--- src/rtl/count_stream_checker_pkg.sv ---
// Shared types and helpers for the count stream checker: FSM state encoding,
// default widths and a saturating increment.
package count_chk_pkg;

    typedef enum logic [1:0] {
        IDLE = 2'd0,
        ACQ  = 2'd1,
        LOCK = 2'd2
    } state_t;

    localparam int DEF_WIDTH    = 8;
    localparam int DEF_LOCK_LEN = 4;
    localparam int DEF_CNT_W    = 16;
    localparam int DEF_PASS_MIN = 25;

    // Counters up to SAT_W bits share one increment helper.
    localparam int SAT_W = 32;

    function automatic logic [SAT_W-1:0] sat_inc(input logic [SAT_W-1:0] v,
                                                 input logic [SAT_W-1:0] max);
        return (v >= max) ? v : v + SAT_W'(1);
    endfunction

endpackage

--- src/rtl/count_stream_checker_sat_counter.sv ---
// Saturating up-counter with synchronous clear; holds at all-ones.
module sat_counter
    import count_chk_pkg::*;
#(
    parameter int CNT_W = DEF_CNT_W
) (
    input  logic             clk,
    input  logic             rst,
    input  logic             inc,
    input  logic             clr,
    output logic [CNT_W-1:0] value
);

    localparam logic [CNT_W-1:0] MAX = '1;

    always_ff @(posedge clk or posedge rst) begin
        if (rst)
            value <= '0;
        else if (clr)
            value <= '0;
        else if (inc)
            value <= CNT_W'(sat_inc(SAT_W'(value), SAT_W'(MAX)));
    end

endmodule

--- config.mk ---
export PLATFORM = sky130hd
export DESIGN_NAME = sat_counter
export DESIGN_NICKNAME = d
export VERILOG_FILES = /design/src/rtl/count_stream_checker_pkg.sv /design/src/rtl/count_stream_checker_sat_counter.sv
export SDC_FILE = /design/constraint.sdc
export NUM_CORES = 1
export LEC_CHECK = 0
export ABC_CLOCK_PERIOD_IN_PS = 3000
export CORE_ASPECT_RATIO = 0.7
export CORE_MARGIN = 1
export CORE_UTILIZATION = 50
export CTS_BUF_LIST = sky130_fd_sc_hd__clkbuf_8 sky130_fd_sc_hd__clkbuf_16
export DETAILED_ROUTE_END_ITERATION = 7
export PLACE_DENSITY = 0.82
export SYNTH_ARGS = -nofsm -noshare
export SYNTH_HDL_FRONTEND = slang
export SYNTH_SLANG_ARGS = --single-unit
export TNS_END_PERCENT = 50
--- constraint.sdc ---
create_clock -name clk -period 3 [get_ports clk]
set_input_delay 0.6 -clock clk [delete_from_list [all_inputs] [get_ports clk]]
set_output_delay 0.6 -clock clk [all_outputs]
set_load 0.005 [all_outputs]
==> results.sh, run 1 <==
export IMPL_grtUsageTotal=0.255
export IMPL_worst_slack_ns=0.643
export IMPL_place_ws_ns=0.407
export IMPL_hold_path_class="flip-flop to flip-flop"
export IMPL_netlist_area_um2=927
export IMPL_fill_cells=133
export IMPL_antenna_found_initial=0
export IMPL_ys_ff_latch=16
export IMPL_top_regs="value: 16 flops"
export IMPL_grt_overflow_total=0
export IMPL_clkTransAtPathRegs_ns=0.06
export IMPL_critPathArrivalTime_ns=2.52
export IMPL_hold_violations=0
export IMPL_cap_violations=0
export IMPL_grt_pass1_vias=792
export IMPL_clk_latency_ns=0.25
export IMPL_routed_wl_um=2170
export IMPL_async_flop_share=1.00
export IMPL_diodes=0
export IMPL_worst_setup_path_type="input port to flip-flop"
export IMPL_ys_flop_type="dfrtp_1"
export IMPL_tightest_slew_ns=0.614
export IMPL_cp_data_required_time_ns=3.16
export IMPL_cp_start_kind="input port"
export IMPL_power_switching_uw=94.1
export IMPL_dp_hpwl_um=1550
export IMPL_largest_reg_flops=16
export IMPL_peakVddDrop_uv=390
export IMPL_yosys_warnings=0
export IMPL_p_seq_frac=0.503
export IMPL_die_h_um=38.0
export IMPL_drc=0
export IMPL_power_uw=439
export IMPL_relSlewSlack=0.587
export IMPL_hold_buffers=0
export IMPL_synthTopCellsByArea="dfrtp_1 43%, a21oi_1 7.0%, o21ai_0 4.9%, or3_1 4.7%, nor4_1 4.0%"
export IMPL_ctsRootBufferMaster="clkbuf_8"
export IMPL_netlist_instances=102
export IMPL_ctsResizeCount=0
export IMPL_grt_max_degree=18
export IMPL_rows=12
export IMPL_crit_path_end_kind="flip-flop"
export IMPL_synth_edf_count=0
export IMPL_drt_pass1_iter_count=4
export IMPL_io_pins=20
export IMPL_antenna_left=0
export IMPL_yosysMostFrequentCell="dfrtp_1"
export IMPL_cts_max_path_buffers=2
export IMPL_place_gp_congestion=0.810
export IMPL_syn_to_final_growth_pct=27.7
export IMPL_status="finished, final reports clean"
export IMPL_ys_top_cells_by_count="16 x dfrtp_1, 13 x a21oi_1, 9 x o21ai_0"
export IMPL_power_density_nw_per_um2=371
export IMPL_drive_above_1_share=0.107
export IMPL_top_register="value"
export IMPL_drt_iter0_markers=25
export IMPL_internal_power_uw=345
export IMPL_die_area_um2=2030
export IMPL_stdcell_count=143
export IMPL_setup_tns_ns=0
export IMPL_yosys_cell_types_count=30
export IMPL_final_net_count=128
export IMPL_ys_seq_area_frac=0.432
export IMPL_core_area_um2=1670
export IMPL_synth_top_cell_area_share=0.432
export IMPL_avgSynthCellArea_um2=9.09
export IMPL_cts_buffers=3
export IMPL_fin_skew_ns=0.00252
export IMPL_synth_nets=107
export IMPL_whs_ns=0.531
export IMPL_fp_dieW_um=53.5
export IMPL_finalCritPeriodShare=0.786
export IMPL_setup_violations=0
export IMPL_post_cts_setup_buffer_count=0
export IMPL_cts_tree="yes"
export IMPL_post_drt_wl_per_cell_um=15.1
export IMPL_io_buffers=19
export IMPL_post_synth_top_area_cell="dfrtp_1"
export IMPL_initial_core_util=0.556
export IMPL_rsz0062_at_grt="false"
export IMPL_avgViaCountPerCell=6.20
export IMPL_dp_cells=139
export IMPL_p_sw_frac=0.214
export IMPL_slew_violations=0
export IMPL_grt_pass1_wl_um=3620
export IMPL_power_frac_comb=0.057
export IMPL_clkPwrFrac=0.440
export IMPL_fmax_mhz=424
export IMPL_timing_final_crit_period_ns=2.36
export IMPL_leakage_uw=0.000433
export IMPL_clkSinkCount=16
export IMPL_htree_levels=1
export IMPL_vias=886
export IMPL_path_max_fanout=9
## power by group through the flow
| stage | registers [µW] | logic (µW) | clock network [µW] |
|---|---|---|---|
| final | 221 | 25.0 | 193 |
| after global routing | 221 | 27.9 | 211 |
| after CTS | 221 | 25.4 | 197 |
| after detailed placement | 225 | 25.4 | 0 |
| after global placement | 225 | 24.6 | 0 |
| after floorplan | 224 | 14.8 | 0 |
## worst max-delay path, stage by stage
cell             delay (ns)
clkdlybuf4s50_1        0.62
nand3_1                0.26
or3_1                  0.45
or4_1                  0.42
a21oi_1                0.17
## metrics by stage
| step | cell area (µm²) | utilization |
|---|---|---|
| global placement | 1130 | 0.677 |
| finish | 1180 | 0.710 |
| global route | 1180 | 0.710 |
| detailed placement | 1130 | 0.677 |
| floorplan | 927 | - |
| CTS | 1180 | 0.710 |
## path summary, 6_finish.rpt
check | startpoint | slack, ns | cells after the start | endpoint
hold reg to reg | value[14] | 0.53 | 1 | value[14]
max in group asynchronous | rst | 1.88 | 2 | value[11]
setup reg to reg | value[3] | 1.03 | 4 | value[13]
hold / removal | value[14] | 0.53 | 1 | value[14]
setup / recovery | inc | 0.64 | 5 | value[9]
min in group asynchronous | rst | 0.72 | 2 | value[10]
## kinds of logic (layout without fill, tap and decap cells)
kind of cell             Yosys count  in the layout  share of synthesized area
adder cells (fa/ha/maj)            1              1                     0.0135
AND/OR/NAND/NOR                   46             46                      0.321
buffers and inverters              9             29                     0.0445
AO/OA/AOI/OAI                     29             29                      0.178
flip-flops                        16             16                      0.432
multiplexers                       1              1                     0.0108
## cell type report
cell class                 count  area, µm²  share of cell area
clock buffer                   4       55.1              0.0465
sequential                    16        400               0.338
inverter                       5       18.8              0.0159
multi-input combinational     77        485               0.410
tap                           21       26.3              0.0222
timing repair buffer          20        198               0.167
## routing by layer
metal / GRT usage / vias up / routed length, µm / share of wire
met5: 0 / - / 0 / 0
met4: 0.112 / 0 / 36 / 0.017
met3: 0.0714 / 4 / 126 / 0.058
met2: 0.359 / 34 / 921 / 0.43
met1: 0.358 / 415 / 1080 / 0.50
li1: - / 433 / - / -
## cells in the final DEF (no fill, tap or decap), types with 4 or more instances in the layout
master / netlist / routed
a21oi_1: 13 / 13
clkbuf_8: 0 / 4
clkdlybuf4s50_1: 0 / 19
dfrtp_1: 16 / 16
inv_1: 5 / 5
nand3_1: 6 / 6
nand4_1: 5 / 5
nor4_1: 6 / 6
o21ai_0: 9 / 9
or3_1: 7 / 7
Note: power is estimated with default switching activity, not from simulation.
==> run 2, diff against run 1 <==
- ABC_CLOCK_PERIOD_IN_PS: 3000 -> 2000
- CORE_UTILIZATION: 50 -> 44
- PLACE_DENSITY: 0.82 -> 0.77
- clock period: 3 -> 2 ns (I/O delays scaled with it)
==> results.sh, run 2 (synthesis results as in run 1) <==
export IMPL_status="complete, but fails checks"
export IMPL_violations="DRC"
export IMPL_internal_power_uw=520
export IMPL_worst_setup_path_type="flip-flop to flip-flop"
export IMPL_final_area_um2=1270
export IMPL_grt_max_degree=18
export IMPL_power_density_nw_per_um2=523
export IMPL_power_frac_comb=0.062
export IMPL_avgViaCountPerCell=6.11
export IMPL_grtUsageMet3=0.0710
export IMPL_utilization=0.661
export IMPL_cp_num_buf_inv=1
export IMPL_initial_core_util=0.483
export IMPL_top_regs="value: 16 flops"
export IMPL_fp_dieW_um=56.9
export IMPL_p_seq_frac=0.499
export IMPL_finalCritPeriodShare=0.932
export IMPL_relSlewSlack=0.578
export IMPL_crit_path_end_kind="flip-flop"
export IMPL_setup_violations=0
export IMPL_path_cells="nand4_1 > buf_4 > or3_1 > or3_2 > a21oi_1"
export IMPL_whs_ns=0.529
export IMPL_placed_cell_area_um2=1210
export IMPL_diodes=0
export IMPL_grt_pass1_wl_um=3760
export IMPL_path_max_fanout=5
export IMPL_final_net_count=139
export IMPL_ctsRootBufferMaster="clkbuf_8"
export IMPL_fin_skew_ns=0.00363
export IMPL_io_pins=20
export IMPL_cp_start_kind="flip-flop"
export IMPL_timing_final_crit_period_ns=1.86
export IMPL_critical_path_max_stage_delay_ns=0.43
export IMPL_cts_tree="yes"
export IMPL_antenna_left=0
export IMPL_rrSetupSlack_ns=0.14
export IMPL_cts_buffers=3
export IMPL_rows=13
export IMPL_io_buffers=19
export IMPL_p_sw_frac=0.216
export IMPL_fmax_mhz=537
export IMPL_die_area_um2=2300
export IMPL_cpLargestDelayFamily="simple AND/OR/NAND/NOR gates"
export IMPL_htree_levels=1
export IMPL_tightest_slew_ns=0.632
export IMPL_rr_startpoint="value[5]"
export IMPL_vias=947
export IMPL_cts_max_path_buffers=2
export IMPL_cp_slowest_cell="or3_2"
export IMPL_antenna_found_initial=0
export IMPL_top_usage_layer="met2"
export IMPL_clkSinkCount=16
export IMPL_grtUsageTotal=0.229
export IMPL_slew_violations=0
export IMPL_die_h_um=40.4
export IMPL_cap_violations=0
export IMPL_cp_data_required_time_ns=2.17
export IMPL_post_cts_setup_buffer_count=0
export IMPL_grtUsageMet2=0.378
export IMPL_top_register="value"
export IMPL_drc=4
export IMPL_drive_above_1_share=0.188
export IMPL_drt_pass1_iter_count=6
export IMPL_core_area_um2=1920
export IMPL_drt_iter0_markers=46
export IMPL_leakage_uw=0.000485
export IMPL_grt_pass1_vias=801
export IMPL_post_drt_wl_per_cell_um=15.1
export IMPL_setup_tns_ns=0
export IMPL_final_cell_mix="19 x clkdlybuf4s50_1, 15 x dfrtp_1, 13 x a21oi_1, 12 x buf_4, 9 x o21ai_0"
export IMPL_hold_buffers=0
export IMPL_syn_to_final_growth_pct=36.8
export IMPL_clkPwrFrac=0.439
export IMPL_rsz0062_at_grt="false"
export IMPL_grt_overflow_total=0
export IMPL_final_common_cell="clkdlybuf4s50_1"
export IMPL_routed_wl_um=2350
export IMPL_hold_violations=0
export IMPL_hold_path_class="input port to asynchronous set/reset pin"
export IMPL_clk_latency_ns=0.25
export IMPL_place_gp_congestion=0.784
export IMPL_power_uw=663
export IMPL_peakVddDrop_uv=328
export IMPL_power_switching_uw=143
export IMPL_largest_reg_flops=16
export IMPL_critPathArrivalTime_ns=2.03
export IMPL_crit_path_start="value[5]"
export IMPL_grtUsageMet1=0.291
export IMPL_dp_hpwl_um=1690
export IMPL_clkTransAtPathRegs_ns=0.07
## run 2: timing repair
| item | CTS | global route |
|---|---|---|
| hold endpoints to repair | 0 | 0 |
| gates resized for setup | 0 | 1 |
| endpoints found under the setup margin | 0 | 1 |
## run 2: metal layers
| layer | part of all wire | up-vias |
|---|---|---|
| met4 | 0.0051 | 0 |
| met3 | 0.049 | 2 |
| met5 | 0 | - |
| li1 | - | 460 |
| met1 | 0.48 | 461 |
| met2 | 0.46 | 24 |
## run 2: cell type report
class	count	area [µm²]
tap	22	27.5
multi-input combinational	77	485
inverter	5	18.8
sequential	16	402
fill	167	651
timing repair buffer	31	280
clock buffer	4	55.1
## run 2: path summary, 6_finish.rpt
| kind | end | depth (start not counted) |
|---|---|---|
| worst max-delay path | value[7] | 5 |
| worst min-delay path | value[5] | 2 |
| worst max register to register | value[7] | 5 |
| worst min register to register | value[14] | 1 |
| max in group asynchronous | value[3] | 2 |
| min in group clk | value[14] | 1 |
## run 2: metrics by stage
step / cells / setup WS [ns]
floorplan: 102 / 0.197
global placement: 151 / -0.00431
detailed placement: 151 / -0.0254
CTS: 155 / 0.115
global route: 155 / 0.0280
finish: 155 / 0.137
## run 2: worst register-to-register path, delay by kind of cell, from the launching register on
| family | cells | cell delay [ns] |
|---|---|---|
| and+or+nand+nor | 3 | 1.02 |
| AOI/OAI and AO/OA | 1 | 0.15 |
| buffers and inverters | 1 | 0.20 |
| DFF | 1 | 0.41 |
## run 2: power by group through the flow
stage / clock (µW) / sequential [µW] / combinational, µW
final: 291 / 331 / 40.9
after global routing: 312 / 331 / 45.5
after CTS: 298 / 331 / 41.3
after floorplan: 0 / 337 / 22.2
after detailed placement: 0 / 337 / 41.5
after global placement: 0 / 337 / 40.1
